--- config.mk ---
export PLATFORM = sky130hd
export DESIGN_NAME = br_mask_ctrl
export DESIGN_NICKNAME = d
export VERILOG_FILES = /design/src/rtl/br_mask_ctrl.sv
export SDC_FILE = /design/constraint.sdc
export NUM_CORES = 1
export LEC_CHECK = 0
export CAP_MARGIN = 40
export CORE_UTILIZATION = 46
export DETAILED_ROUTE_END_ITERATION = 6
export HOLD_SLACK_MARGIN = 0.08
export PLACE_DENSITY = 0.84
export SYNTH_ARGS = -nofsm -noshare
export SYNTH_HDL_FRONTEND = slang
export SYNTH_SLANG_ARGS = --single-unit
--- constraint.sdc ---
create_clock -name clk -period 2.8 [get_ports clk]
set_input_delay 0.7 -clock clk [delete_from_list [all_inputs] [get_ports clk]]
set_output_delay 0.7 -clock clk [all_outputs]
set_load 0.05 [all_outputs]
--- src/rtl/br_mask_ctrl.sv ---
// br_mask_ctrl
//   Branch-mask controller and tag allocator for the branch stack (one per core).
//   Tracks in-flight branch checkpoints in a mask. Each newly dispatched branch
//   gets a one-hot tag, and the controller records the mask that branch depends on.
//   On resolve it either clears the branch's bit (correct prediction) or rolls the
//   mask back to that branch's dependency mask (misprediction).
//
// Ports
//   clk, rst           clock, synchronous active-high reset
//   br_dispatch_i      a branch dispatches this cycle
//   br_rs_vld_i        a branch resolves this cycle
//   br_rs_1hot_i       one-hot tag of the resolving branch
//   br_rs_correct_i    1 = predicted correctly, 0 = mispredicted
//   br_mask_o          registered in-flight mask, one bit per stack entry
//   br_new_1hot_o      tag offered to the dispatching branch (combinational)
//   br_dep_mask_o      mask carried by the dispatching instruction (combinational)
//   br_accept_o        dispatch accepted this cycle
//   br_full_o          every checkpoint in use
//   br_cnt_o           number of in-flight branches
//   br_state_o         resolve state broadcast (NO_BR / PR_CORRECT / PR_WRONG)
//   br_1hot_o          qualified resolving tag broadcast
//   rc_sel_o           checkpoint to restore on mispredict, else 0
//   squash_mask_o      branches killed by a mispredict, including itself

module br_mask_ctrl #(
    parameter int BR_NUM     = 4,
    parameter int BR_STATE_W = 2
) (
    input  logic                       clk,
    input  logic                       rst,
    input  logic                       br_dispatch_i,
    input  logic                       br_rs_vld_i,
    input  logic [BR_NUM-1:0]          br_rs_1hot_i,
    input  logic                       br_rs_correct_i,
    output logic [BR_NUM-1:0]          br_mask_o,
    output logic [BR_NUM-1:0]          br_new_1hot_o,
    output logic [BR_NUM-1:0]          br_dep_mask_o,
    output logic                       br_accept_o,
    output logic                       br_full_o,
    output logic [$clog2(BR_NUM):0]    br_cnt_o,
    output logic [BR_STATE_W-1:0]      br_state_o,
    output logic [BR_NUM-1:0]          br_1hot_o,
    output logic [BR_NUM-1:0]          rc_sel_o,
    output logic [BR_NUM-1:0]          squash_mask_o
);

    localparam int CNT_W = $clog2(BR_NUM) + 1;

    localparam logic [BR_STATE_W-1:0] NO_BR      = BR_STATE_W'(0);
    localparam logic [BR_STATE_W-1:0] PR_CORRECT = BR_STATE_W'(1);
    localparam logic [BR_STATE_W-1:0] PR_WRONG   = BR_STATE_W'(2);

    localparam logic [CNT_W-1:0] CNT_ONE = CNT_W'(1);

    logic [BR_NUM-1:0] mask_q, mask_d;
    logic [BR_NUM-1:0] dep_q [BR_NUM];
    logic [BR_NUM-1:0] dep_d [BR_NUM];
    logic [CNT_W-1:0]  cnt_q, cnt_d;

    logic              rs_onehot;
    logic              rs_ok;
    logic              rs_good;
    logic              rs_bad;
    logic              full;
    logic              accept;
    logic              found;
    logic [BR_NUM-1:0] new_1hot;
    logic [BR_NUM-1:0] dep_mask;
    logic [BR_NUM-1:0] rb_dep;
    logic [BR_NUM-1:0] squash;
    logic [CNT_W-1:0]  rb_cnt;

    // Resolve qualification, allocation and broadcast outputs
    always_comb begin
        rs_onehot = (br_rs_1hot_i != '0) &&
                    ((br_rs_1hot_i & (br_rs_1hot_i - BR_NUM'(1))) == '0);
        rs_ok     = br_rs_vld_i && rs_onehot && ((br_rs_1hot_i & mask_q) != '0);
        rs_good   = rs_ok && br_rs_correct_i;
        rs_bad    = rs_ok && !br_rs_correct_i;

        full = &mask_q;

        // Lowest free bit comes from the registered mask only, so a tag freed by a
        // resolve in this cycle is not handed out until the following cycle.
        new_1hot = '0;
        found    = 1'b0;
        for (int i = 0; i < BR_NUM; i++) begin
            if (!found && !mask_q[i]) begin
                new_1hot[i] = 1'b1;
                found       = 1'b1;
            end
        end

        accept   = br_dispatch_i && !full && !rs_bad;
        dep_mask = rs_good ? (mask_q & ~br_rs_1hot_i) : mask_q;

        // Dependency mask of the resolving branch (tag is one-hot when it matters)
        rb_dep = '0;
        for (int j = 0; j < BR_NUM; j++) begin
            if (br_rs_1hot_i[j]) begin
                rb_dep = rb_dep | dep_q[j];
            end
        end

        rb_cnt = '0;
        for (int i = 0; i < BR_NUM; i++) begin
            rb_cnt = rb_cnt + CNT_W'(rb_dep[i]);
        end

        squash = rs_bad ? (mask_q & ~rb_dep) : '0;
    end

    // Next-state
    always_comb begin
        mask_d = mask_q;
        dep_d  = dep_q;
        cnt_d  = cnt_q;

        if (rs_bad) begin
            mask_d = rb_dep;
            cnt_d  = rb_cnt;
            for (int j = 0; j < BR_NUM; j++) begin
                if (squash[j]) begin
                    dep_d[j] = '0;
                end
            end
        end else begin
            if (rs_good) begin
                mask_d = mask_d & ~br_rs_1hot_i;
                cnt_d  = cnt_d - CNT_ONE;
                for (int j = 0; j < BR_NUM; j++) begin
                    dep_d[j] = dep_d[j] & ~br_rs_1hot_i;
                end
            end
            if (accept) begin
                mask_d = mask_d | new_1hot;
                cnt_d  = cnt_d + CNT_ONE;
                for (int j = 0; j < BR_NUM; j++) begin
                    if (new_1hot[j]) begin
                        dep_d[j] = dep_mask;
                    end
                end
            end
        end
    end

    always_ff @(posedge clk) begin
        if (rst) begin
            mask_q <= '0;
            cnt_q  <= '0;
            for (int j = 0; j < BR_NUM; j++) begin
                dep_q[j] <= '0;
            end
        end else begin
            mask_q <= mask_d;
            cnt_q  <= cnt_d;
            for (int j = 0; j < BR_NUM; j++) begin
                dep_q[j] <= dep_d[j];
            end
        end
    end

    assign br_mask_o     = mask_q;
    assign br_new_1hot_o = new_1hot;
    assign br_dep_mask_o = dep_mask;
    assign br_accept_o   = accept;
    assign br_full_o     = full;
    assign br_cnt_o      = cnt_q;
    assign br_state_o    = rs_good ? PR_CORRECT : (rs_bad ? PR_WRONG : NO_BR);
    assign br_1hot_o     = rs_ok ? br_rs_1hot_i : '0;
    assign rc_sel_o      = rs_bad ? br_rs_1hot_i : '0;
    assign squash_mask_o = squash;

endmodule

; Yosys cells after proc, flatten, opt, wreduce, memory -nomap -nowiden
; Cells that the tools add are included.
[totals]
ff_bits = 23
latchBits = 0
ramBits = 0
romBits = 0
input_bits = 9
out_inout_bits = 31
wordCells = 86
memories = 0
[op_classes]
addsub = 6
multipliers = 0
div_mod_pow = 0
magnitude_cmp = 0
n_eq_ne = 4
shifts = 0
n_mux = 34
n_bitwise = 14
reduce_logical = 22
[ops]
columns = operator, n
row1 = $mux W4, 19
row2 = $mux W16, 3
row3 = $and A4 B4 Y4, 8
row4 = $or A4 B4 Y4, 4
row5 = $mux W3, 4
row6 = $logic_and A1 B1 Y1, 10
row7 = $logic_not A1 Y1, 8
row8 = $ne A2 B2 Y1 const B, 4
row9 = $not A4 Y4, 2
row10 = $reduce_bool A4 Y1, 2
row11 = $mux W1, 6
row12 = $logic_not A4 Y1, 1
row13 = $mux W2, 2
row14 = $reduce_and A4 Y1, 1
row15 = $sub A4 B1 Y4 const B, 1
row16 = $add A2 B1 Y3, 1
row17 = $add A3 B1 Y3, 1
row18 = $add A3 B1 Y3 const B, 1
row19 = $sub A3 B1 Y3 const B, 1
row20 = $add A1 B1 Y2, 1

; Logic depth before layout (Yosys ltp)
; Gate-level depths: netlist of the first run.
[logic_depth]
depth_word = 12
ltp_mapped = 11
ltp_nobuf = 10

; Least setup slack after synthesis of the first run
; OpenSTA, ideal clock, no wires.
[synth_timing]
kind = input to output
start = in br_rs_1hot_i[2]
end = out rc_sel_o[0]
arrival_ns = 2.702
required_time_ns = 2.100
path_slack_ns = -0.602
path_stages = 4
path_buffers = 0
cell_sequence = or4b_4 -> o311ai_4 -> nand3_2 -> nor3_1
[synth_via]
elab_chain_len = 8
word_cells_on_any_way = 11
classes_between = add/sub: 1 / mux: 1 / bitwise: 2 / reduce/logical: 7
[synth_lines]
columns = element, line
row1 = start: declaration, 33  ; input logic [BR_NUM-1:0] br_rs_1hot_i,
row2 = $sub A4 B1 Y4, 76  ; ((br_rs_1hot_i & (br_rs_1hot_i - BR_NUM'(1))) == '0);
row3 = $and A4 B4 Y4, 76
row4 = $logic_not A4 Y1, 76
row5 = $logic_and A1 B1 Y1, 75  ; rs_onehot = (br_rs_1hot_i != '0) &&
row6 = $logic_and A1 B1 Y1, 77  ; rs_ok = br_rs_vld_i && rs_onehot && ((br_rs_1hot_i & mask_q) != '0);
row7 = $logic_and A1 B1 Y1 (*), 77
row8 = $logic_and A1 B1 Y1 (*), 79  ; rs_bad = rs_ok && !br_rs_correct_i;
row9 = $mux W4 (*), 171  ; assign rc_sel_o = rs_bad ? br_rs_1hot_i : '0;
row10 = end: declaration, 43  ; output logic [BR_NUM-1:0] rc_sel_o,
; Mark *: on every way between the ends. The rest lies on a longest branch, timed or not.

; Worst setup path in the final report of the first run
[layout_timing]
start = reg mask_q[1] (netlist: br_mask_o[1])
end = out squash_mask_o[0]
[layout_via]
elab_chain_len = 5
[layout_lines]
columns = element, line
row1 = start: declaration, 55  ; logic [BR_NUM-1:0] mask_q, mask_d;
row2 = start signal: assignment, 155  ; mask_q <= mask_d;
row3 = $and A4 B4 Y4, 77
row4 = $reduce_bool A4 Y1, 77
row5 = $logic_and A1 B1 Y1, 77
row6 = $logic_and A1 B1 Y1, 79
row7 = $mux W4, 110  ; squash = rs_bad ? (mask_q & ~rb_dep) : '0;
row8 = end: declaration, 44  ; output logic [BR_NUM-1:0] squash_mask_o
; Every way passes these cells.

==> flow_summary.toml, run 1 <==
[setup_path]
crit_fanout = 13
r2r_setup_slack_ns = 0.25
arrival_ns = 2.16
r2r_start = "br_mask_o[1]$_SDFF_PP0_"
crit_family = "flip-flops"
rr_endpoint = "br_cnt_o[2]$_SDFF_PP0_"
cp_num_buf_inv = 3
crit_cells = 7
rr_worst_depth = 10
start_kind = "register"
cp_cell_sequence = "a22oi_1 -> a21boi_2 -> buf_4 -> nand2_8 -> buf_12 -> nor2_4 -> buf_12"
slowest_stage = "dfxtp_1"
slowest_delay_ns = 0.72
endpoint = "squash_mask_o[0]"
crit_path_end_kind = "output pin"
path_class = "register to output pin"
cp_common_cell = "buf_12"
worst_ep_required_time_ns = 2.10
crit_start = "br_mask_o[1]$_SDFF_PP0_"

[min_path]
hp-class = "register to register"

[clock_network]
clk_path_buf_depth = 2
cts_tree = "built"
clock-sinks = 23
insertion_delay_ns = 0.27
ctsRootBufferMaster = "clkbuf_8"
cts.clk_slew.worst_paths_ns = 0.09
cts_buffers = 3
hold_buffers = 0
htreeDepth = 1

[timing]
max_freq_mhz = 349.1
setup_ws_ns = -0.06481
setup_tns_ns = -0.2157
rsz0062_at_grt = "true"
report.final.slew_viol_count = 0
maxSlewHeadroom_pct = 59.18
max_slew.worst_pin.slew_ns = 0.6114
setup_viol = 7
min_period_ns = 2.865
final-hold-violation-count = 0
period_share_pct = 102.3
fin_worst_skew_ns = 0.006249

[detailed_routing]
ant_nets = 0
vias_per_cell = 6.579
num_vias = 2250
routed_wl_um = 7022
drc = 6
routedWlPerCell_um = 20.53
drt_iter0_drc = 270
dr.pass1.iters = 7

[yosys]
synth_area_leaders = "dfxtp_1, a22oi_1, and3_1, o32ai_1, and2_1"
synth_seq_cells = 23
postSynthCellCount = 213
synth_cell_types = 63
synth_nets = 227
synth_top_area_share_pct = 25.73
ys.flop_type = "dfxtp_1"
synthArstFlopShare_pct = 0
netlist_top_cells_count = "dfxtp_1, nor2_1, inv_1, nand2_1, and3_1"
synth_most_common_cell = "dfxtp_1"
synth_top_area_cell = "dfxtp_1"
synth.yosys.warnings = 0
ys_seq_area_share_pct = 25.73
syn_area_um2 = 1789
syn_avg_cell_area_um2 = 8.400
synth_edf_count = 0

[placement]
dpl.hpwl_um = 4942
gp_congestion = 1.051
dp.cells = 334
portBuffers = 39
place_area_um2 = 2710

[finish]
nNetsFinal = 309
drive_gt1_share_pct = 37.41
num_antenna_cells = 0
area_delta_synth_final_pct = 59.93
final_area_um2 = 2861
instances_no_fill = 342

[run_status]
violations = "design-rule violations, negative setup slack"
status = "finished with violations"

[grt]
grt-ovfl-total = 0
grt.total_usage_pct = 33.91
grt_max_degree = 14
grt_pass1_vias = 2104
grt_pass1_wl_um = 10680
antenna_found_initial = 0

[die]
start_util_pct = 48.51
std_cell_rows = 22
dieArea_um2 = 4143
die_w_um = 64.37
core_area_um2 = 3689
ioPinCount = 40
die_h_um = 64.37

[power]
vdd_drop_max_v = 0.0002773
powerDensity_nw_per_um2 = 308.8
leakagePower_uw = 0.001226

[flow_run]
maxCapViolCount = 0
-- cells by family (layout without fill, tap and decap cells) --
| kind of cell | count (synthesis) | after routing | synth area share, % |
|---|---|---|---|
| buffers and inverters | 29 | 110 | 7.552 |
| AOI/OAI and AO/OA | 79 | 79 | 35.88 |
| adders and majority gates | 5 | 5 | 3.916 |
| muxes | 2 | 2 | 1.119 |
| xor gates and xnor gates | 4 | 4 | 1.958 |
| DFF | 23 | 23 | 25.73 |
| and+or+nand+nor | 71 | 71 | 23.85 |
-- repair_timing --
action	in CTS	in global routing
buffers inserted	1	3
gates resized for setup	31	10
endpoints found under the setup margin	22	17
pin swaps	6	6
-- worst register-to-register path: stages (launching register included) --
cell and delay (ns):
dfxtp_1 0.72, a22oi_1 0.26, nand2_1 0.18, nand3_2 0.14, nor2_4 0.17, mux2i_1 0.23
ha_1 0.17, nand3_1 0.09, xor2_1 0.22, nand4_1 0.13, a31oi_1 0.16
-- flip-flops by register name, indices dropped and copies added (netlist names) --
signal / cells
br_cnt_o: 3
br_mask_o: 4
dep_q: 16
-- area by class of cell --
type	instances	area, um2
repair buffers	94	967.2
fillers	252	827.0
well taps	48	60.06
flip-flops and latches	23	460.4
clock buffers	4	45.04
multi-input cells	161	1279
inverters	12	50.05
-- cells in the final DEF (no fill, tap or decap), drive strengths merged, types with 4 or more instances in the layout --
cell / synthesis / routed
and3: 9 / 9
buf: 10 / 80
a21oi: 7 / 7
o31a: 4 / 4
nand2: 11 / 11
clkdlybuf4s50: 0 / 12
and2: 8 / 8
a22oi: 8 / 8
a32o: 4 / 4
inv: 11 / 11
nand3: 7 / 7
o32ai: 6 / 6
nand2b: 4 / 4
a31oi: 4 / 4
dfxtp: 23 / 23
clkbuf: 7 / 4
o21ai: 12 / 12
nor2: 13 / 13
nor2b: 4 / 4
ha: 4 / 4
a22o: 4 / 4
-- layer usage --
layer | track usage, % | vias up | share of wire (%)
met5 | 0 | - | 0
met3 | 6.964 | 51 | 12
met2 | 57.37 | 185 | 46
met1 | 42.25 | 1040 | 37
li1 | - | 974 | -
met4 | 11.67 | 0 | 5.0
-- worst min-delay path by stage --
stage | startpoint | to | slack (ns) | depth (start not counted)
after global routing | dep_q[1]$_SDFFE_PP0P_ | dep_q[1]$_SDFFE_PP0P_ | 0.48 | 1
final | dep_q[1]$_SDFFE_PP0P_ | dep_q[1]$_SDFFE_PP0P_ | 0.46 | 1
after floorplan | dep_q[3]$_SDFFE_PP0P_ | dep_q[3]$_SDFFE_PP0P_ | 0.43 | 2
after global placement | dep_q[1]$_SDFFE_PP0P_ | dep_q[1]$_SDFFE_PP0P_ | 0.43 | 1
after CTS | dep_q[3]$_SDFFE_PP0P_ | dep_q[3]$_SDFFE_PP0P_ | 0.46 | 2
after detailed placement | dep_q[1]$_SDFFE_PP0P_ | dep_q[1]$_SDFFE_PP0P_ | 0.44 | 1
-- through the flow --
step	power [uW]	setup WS (ns)	utilization (%)	hold WS [ns]
final	883.7	-0.06481	77.58	0.4573
after CTS	861.9	-0.08042	75.92	0.4602
after floorplan	529.6	-0.1885	-	0.4267
after global routing	912.9	-0.08543	77.58	0.4835
after global placement	645.8	-0.4011	73.47	0.4348
after detailed placement	654.9	-0.5262	73.47	0.4445
-- where the power goes --
part	leakage [uW]	internal [uW]	switching, uW
logic	0.00102	133	189
clock network	0.0000228	102	110
registers	0.000186	335	14.9
total	0.00123	569	314
Note: power is estimated with default switching activity, not from simulation.
==> run 2, diff against run 1 <==
--- a/config.mk
+++ b/config.mk
@@ -5,10 +5,11 @@
 export SDC_FILE = /design/constraint.sdc
 export NUM_CORES = 1
 export LEC_CHECK = 0
+export ABC_CLOCK_PERIOD_IN_PS = 2800
 export CAP_MARGIN = 40
 export CORE_UTILIZATION = 46
 export DETAILED_ROUTE_END_ITERATION = 6
-export HOLD_SLACK_MARGIN = 0.08
+export HOLD_SLACK_MARGIN = 0.15
 export PLACE_DENSITY = 0.84
 export SYNTH_ARGS = -nofsm -noshare
 export SYNTH_HDL_FRONTEND = slang
==> results of run 2 <==
Same layout as run 1: the final DEF is identical, and so are final timing and power.
==> run 3, diff against run 2 <==
--- a/config.mk
+++ b/config.mk
@@ -8,9 +8,11 @@
 export ABC_CLOCK_PERIOD_IN_PS = 2800
 export CAP_MARGIN = 40
 export CORE_UTILIZATION = 46
+export CTS_CLUSTER_DIAMETER = 100
 export DETAILED_ROUTE_END_ITERATION = 6
 export HOLD_SLACK_MARGIN = 0.15
 export PLACE_DENSITY = 0.84
+export RECOVER_POWER = 100
 export SYNTH_ARGS = -nofsm -noshare
 export SYNTH_HDL_FRONTEND = slang
 export SYNTH_SLANG_ARGS = --single-unit
==> results of run 3 <==
Same layout as run 1: the final DEF is identical, and so are final timing and power.
